<file path="config.mk">
export PLATFORM = sky130hd
export DESIGN_NAME = msrv32_wb_stage
export DESIGN_NICKNAME = d
export VERILOG_FILES = /design/src/rtl/msrv32_pkg.sv /design/src/rtl/msrv32_load_align.sv /design/src/rtl/msrv32_wb_stage.sv
export SDC_FILE = /design/constraint.sdc
export NUM_CORES = 1
export LEC_CHECK = 0
export BUFFER_PORTS_ARGS = -buffer_cell sky130_fd_sc_hd__clkbuf_2
export CORE_MARGIN = 4
export CORE_UTILIZATION = 49
export CTS_CLUSTER_DIAMETER = 40
export DETAILED_ROUTE_END_ITERATION = 10
export GPL_TIMING_DRIVEN = 0
export PLACE_DENSITY = 0.87
export REMOVE_ABC_BUFFERS = 1
export SYNTH_ARGS = -nofsm -noshare
export SYNTH_HDL_FRONTEND = slang
export SYNTH_SLANG_ARGS = --single-unit
</file>
<file path="constraint.sdc">
create_clock -name ms_riscv32_mp_clk_in -period 3.3 [get_ports ms_riscv32_mp_clk_in]
set_input_delay 0.66 -clock ms_riscv32_mp_clk_in [delete_from_list [all_inputs] [get_ports ms_riscv32_mp_clk_in]]
set_output_delay 0.66 -clock ms_riscv32_mp_clk_in [all_outputs]
set_load 0.03 [all_outputs]
</file>
<file path="src/rtl/msrv32_pkg.sv">
// msrv32_pkg: shared encodings, FSM state type and defaults for the msrv32 write-back stage
package msrv32_pkg;
   localparam int DEF_XLEN       = 32;
   localparam int DEF_REG_ADDR_W = 5;

   localparam logic [2:0] WB_SEL_ALU  = 3'd0;
   localparam logic [2:0] WB_SEL_LOAD = 3'd1;
   localparam logic [2:0] WB_SEL_IMM  = 3'd2;
   localparam logic [2:0] WB_SEL_CSR  = 3'd3;
   localparam logic [2:0] WB_SEL_PC4  = 3'd4;

   localparam logic [1:0] LOAD_SIZE_BYTE = 2'b00;
   localparam logic [1:0] LOAD_SIZE_HALF = 2'b01;
   localparam logic [1:0] LOAD_SIZE_WORD = 2'b10;

   typedef enum logic {IDLE, WAIT_LOAD} wb_state_e;

   // Half on an odd byte, or word (size 1x) on any non-zero offset, cannot be served
   function automatic logic load_misaligned(input logic [1:0] size, input logic [1:0] addr);
      return (size == LOAD_SIZE_HALF && addr[0]) || (size[1] && addr != 2'b00);
   endfunction
endpackage

</file>
<file path="src/rtl/msrv32_load_align.sv">
// msrv32_load_align: extracts byte/half/word from an aligned memory word and sign/zero extends it
module msrv32_load_align
   import msrv32_pkg::*;
#(
   parameter int XLEN = DEF_XLEN
) (
   input  logic [XLEN-1:0] rdata_i,
   input  logic [1:0]      addr_i,
   input  logic [1:0]      size_i,
   input  logic            uns_i,
   output logic [XLEN-1:0] data_o
);
   logic [XLEN-1:0] sh;

   assign sh = rdata_i >> {addr_i, 3'b000};

   // Aligned halves always have addr[0]=0, so one byte-granular shift serves both sizes
   always_comb
      data_o = size_i == LOAD_SIZE_BYTE ? {{(XLEN-8){~uns_i & sh[7]}}, sh[7:0]} :
               size_i == LOAD_SIZE_HALF ? {{(XLEN-16){~uns_i & sh[15]}}, sh[15:0]} : rdata_i;
endmodule

</file>
<file path="src/rtl/msrv32_wb_stage.sv">
// msrv32_wb_stage: registers retiring results, selects write-back source and waits for load data
module msrv32_wb_stage
   import msrv32_pkg::*;
#(
   parameter int XLEN       = DEF_XLEN,
   parameter int REG_ADDR_W = DEF_REG_ADDR_W
) (
   input  logic                  ms_riscv32_mp_clk_in,
   input  logic                  ms_riscv32_mp_rst_in,
   input  logic                  ex_valid_in,
   output logic                  ex_ready_out,
   input  logic [2:0]            wb_mux_sel_in,
   input  logic [XLEN-1:0]       alu_result_in,
   input  logic [XLEN-1:0]       imm_in,
   input  logic [XLEN-1:0]       csr_data_in,
   input  logic [XLEN-1:0]       pc_plus_4_in,
   input  logic [REG_ADDR_W-1:0] rd_addr_in,
   input  logic                  rf_wr_en_in,
   input  logic [1:0]            load_size_in,
   input  logic                  load_unsigned_in,
   input  logic [XLEN-1:0]       dmem_rdata_in,
   input  logic                  dmem_rvalid_in,
   output logic [XLEN-1:0]       rd_out,
   output logic [REG_ADDR_W-1:0] rd_addr_out,
   output logic                  wr_en_out,
   output logic                  stall_out,
   output logic                  load_misaligned_out
);
   wb_state_e             state_q;
   logic [XLEN-1:0]       rd_q;
   logic [REG_ADDR_W-1:0] rd_addr_q;
   logic                  wr_en_q;
   logic                  mis_q;
   logic [1:0]            addr_q;
   logic [1:0]            size_q;
   logic                  uns_q;
   logic [REG_ADDR_W-1:0] ld_rd_q;
   logic                  ld_we_q;
   logic [XLEN-1:0]       wb_data_d;
   logic [XLEN-1:0]       ld_data_d;
   logic                  capture;
   logic                  is_load;
   logic                  we;

   assign ex_ready_out        = state_q == IDLE;
   assign stall_out           = ~ex_ready_out;
   assign capture             = ex_valid_in && ex_ready_out;
   assign is_load             = wb_mux_sel_in == WB_SEL_LOAD;
   assign we                  = rf_wr_en_in && |rd_addr_in;
   assign rd_out              = rd_q;
   assign rd_addr_out         = rd_addr_q;
   assign wr_en_out           = wr_en_q;
   assign load_misaligned_out = mis_q;

   // Non-load source select; unassigned encodings fall back to the ALU result
   always_comb
      wb_data_d = wb_mux_sel_in == WB_SEL_IMM ? imm_in :
                  wb_mux_sel_in == WB_SEL_CSR ? csr_data_in :
                  wb_mux_sel_in == WB_SEL_PC4 ? pc_plus_4_in : alu_result_in;

   msrv32_load_align #(.XLEN(XLEN)) u_align (
      .rdata_i (dmem_rdata_in),
      .addr_i  (addr_q),
      .size_i  (size_q),
      .uns_i   (uns_q),
      .data_o  (ld_data_d)
   );

   // FSM with registered outputs; write data/address only move when a write retires
   always_ff @(posedge ms_riscv32_mp_clk_in or posedge ms_riscv32_mp_rst_in)
      if (ms_riscv32_mp_rst_in) begin
         state_q   <= IDLE;
         rd_q      <= '0;
         rd_addr_q <= '0;
         wr_en_q   <= 1'b0;
         mis_q     <= 1'b0;
         addr_q    <= '0;
         size_q    <= '0;
         uns_q     <= 1'b0;
         ld_rd_q   <= '0;
         ld_we_q   <= 1'b0;
      end else begin
         wr_en_q <= 1'b0;
         mis_q   <= 1'b0;
         if (state_q == WAIT_LOAD) begin
            if (dmem_rvalid_in) begin
               state_q <= IDLE;
               wr_en_q <= ld_we_q;
               if (ld_we_q) begin
                  rd_q      <= ld_data_d;
                  rd_addr_q <= ld_rd_q;
               end
            end
         end else if (capture) begin
            addr_q  <= alu_result_in[1:0];
            size_q  <= load_size_in;
            uns_q   <= load_unsigned_in;
            ld_rd_q <= rd_addr_in;
            ld_we_q <= we;
            if (!is_load) begin
               wr_en_q <= we;
               if (we) begin
                  rd_q      <= wb_data_d;
                  rd_addr_q <= rd_addr_in;
               end
            end else if (load_misaligned(load_size_in, alu_result_in[1:0]))
               mis_q <= 1'b1;
            else
               state_q <= WAIT_LOAD;
         end
      end
endmodule

</file>
==> results.toml <==
[timing]
setup_viol = 0
fmax_mhz = 331
setup_slack_ns = 0.280
rsz0062_at_grt = "false"
setup_tns_ns = 0
finalHoldWorstSlack_ns = 0.342
final.setup_skew_ns = 0.0141
hold_violations = 0
period_share = 0.915
tightest_slew_ns = 1.29
period_minus_slack_ns = 3.02
maxSlewHeadroom = 0.138
drv_slew = 0

[setup_path]
rr_endpoint = "rd_out[7]$_DFFE_PP0P_"
critPathCaptureType = "flip-flop"
crit_fanout = 67
r2r_slack_ns = 0.28
worstPathArrival_ns = 3.24
start_kind = "flip-flop"
required_ns = 3.52
r2r_start = "stall_out$_DFF_PP0_"
worstSetupEndpoint = "rd_out[7]$_DFFE_PP0P_"
r2r_cells = 6
crit_path_start = "stall_out$_DFF_PP0_"
path_class = "reg2reg"

[cts]
htree_levels = 2
ctsRootBufferMaster = "clkbuf_8"
postCtsSetupBuffers = 0
clock_latency_ns = 0.32
ctsResizeCount = 1
numClockSinks = 51
cts_buffers = 5
path_clk_slew_ns = 0.12
cts_buffer_depth = 2
postCtsHoldBufs = 0
cts_tree = "yes"

[grt]
grt_max_degree = 95
grt_overflow = 0
grtUsageTotal = 0.280
grt_pass1_vias = 4748
grt_first_pass_wirelength_mm = 22.5
antenna_found_initial = 0

[synthesis]
synth.avg_cell_area_sq_um = 8.43
synth-async-reset-ratio = 1.00
syn-cell-area_sq_um = 3990
ys_seq_elements = 51
synth-edff-count = 0
ys.flop_type = "dfrtp_1"
yosys-top-cells-area = "dfrtp_1, a211oi_1, nor3_1"
synth_area_leader_cell = "dfrtp_1"
yosysWarnings = 0
ys_seq_area_frac = 0.320
synth_top_area_frac = 0.320
postSynthCellCount = 474
ys_types = 45

[layout]
nNetsFinal = 825
layout_common_cells = "clkbuf_2, nor3_1, a211oi_1, dfrtp_1, nand2_1"
final_cells = 752
fin_util = 0.659
seqCellArea_sq_um = 1280
layout_commonest_cell = "clkbuf_2"
drive_above_1_share = 0.408
fillers = 689
syn_to_final_growth_pct = 28.8
design_area_sq_um = 5140
multi_input_area_sq_um = 2470
num_antenna_cells = 0

[power]
pwr-share-comb = 0.426
leakagePower_nw = 2.36
switching_share = 0.431
p_clk_frac = 0.182
powerDensity_nw_per_um2 = 430
switchingPower_mw = 0.953
total_power_mw = 2.21
peakVddDrop_mv = 0.232
p_int_mw = 1.26
power_frac_seq = 0.392

[floorplan]
start_util = 0.512
chipWidth_microns = 98.3
die_y_microns = 98.3
io_pins = 217
core_sq_um = 7810
die-area_sq_um = 9660
row_count = 32

[placement]
place_inst = 744
place_ws_ns = -0.428
placement.cell_area_sq_um = 5040
port-buffer-count = 216
gp_congestion = 0.836
dp_hpwl_mm = 10.8

[detailed_routing]
drtPass1Iterations = 6
drt_iter0_drc = 238
drc = 0
viasPerCell = 6.15
routed_wl_mm = 14.2
ant_nets = 0
wl_per_cell_microns = 18.8
dr_total_vias = 4628

[worst_hold_path]
hp-class = "in2async"

[flow_run]
max_cap_viol_count = 0

[outcome]
status = "complete, no violations"
cell type report:
type / count / share of cell area
Tap cell: 102 / 0.0248
Timing Repair Buffer: 220 / 0.223
Sequential cell: 51 / 0.249
Clock inverter: 3 / 0.00486
Inverter: 5 / 0.00365
Multi-Input combinational cell: 366 / 0.481
Clock buffer: 5 / 0.0134
cells by family after synthesis:
group | count (synthesis) | synth area share
AO/OA/AOI/OAI | 197 | 0.372
buffers and inverters | 57 | 0.0655
flip-flops | 51 | 0.320
multiplexers | 30 | 0.0799
AND/OR/NAND/NOR | 139 | 0.163
how the worst min path moves through the flow:
| stage | to | slack (ns) |
|---|---|---|
| 4_1_cts | rd_out[24]$_DFFE_PP0P_ | 0.36 |
| 6_report | rd_out[24]$_DFFE_PP0P_ | 0.34 |
| 2_1_floorplan | ld_we_q$_DFFE_PP0P_ | 0.45 |
| 5_1_grt | rd_out[24]$_DFFE_PP0P_ | 0.37 |
| 3_3_place_gp | rd_out[15]$_DFFE_PP0P_ | 0.46 |
| 3_5_place_dp | rd_out[14]$_DFFE_PP0P_ | 0.47 |
worst max-delay path, stage by stage (launching register included):
cell and delay (ns):
dfrtp_4 0.71, inv_1 0.47, nand2_1 0.47, o31a_4 0.66, inv_2 0.26, o21ai_0 0.13
o22a_1 0.17
registers in the layout (all words and copies together), names as in the netlist, 2 cells and up:
signal and flops:
ld_rd_q 5, addr_q 2, rd_addr_out 5, size_q 2
rd_out 32
Yosys cell counts (3+ instances only):
cell,number
nor3_1,56
a211oi_1,51
dfrtp_1,51
nand2_1,46
a22oi_1,30
a21oi_1,27
clkbuf_1,25
buf_2,19
nor2_1,17
mux2_2,15
mux2i_1,15
o21ai_0,15
o31ai_1,14
o31ai_2,11
a221oi_1,9
o221ai_1,9
a22o_1,7
o21ai_1,7
nand2b_1,6
nor2b_1,6
inv_1,4
buf_1,3
power by group through the flow:
stage                     clock network, mW  logic, mW  registers, mW
after CTS                             0.407      0.945          0.863
final                                 0.403      0.942          0.865
after global routing                  0.431       1.02          0.882
after floorplan                           0      0.361           1.07
after global placement                    0      0.906          0.867
after detailed placement                  0      0.943          0.875
per-layer routing:
layer  vias up  global-route usage  share of wire
met5         -                   0              0
met3        35              0.0336          0.070
met4         0               0.110          0.026
met2       222               0.499           0.51
li1       2187                   -              -
met1      2184               0.342           0.39
(Power assumes the default switching activity.)
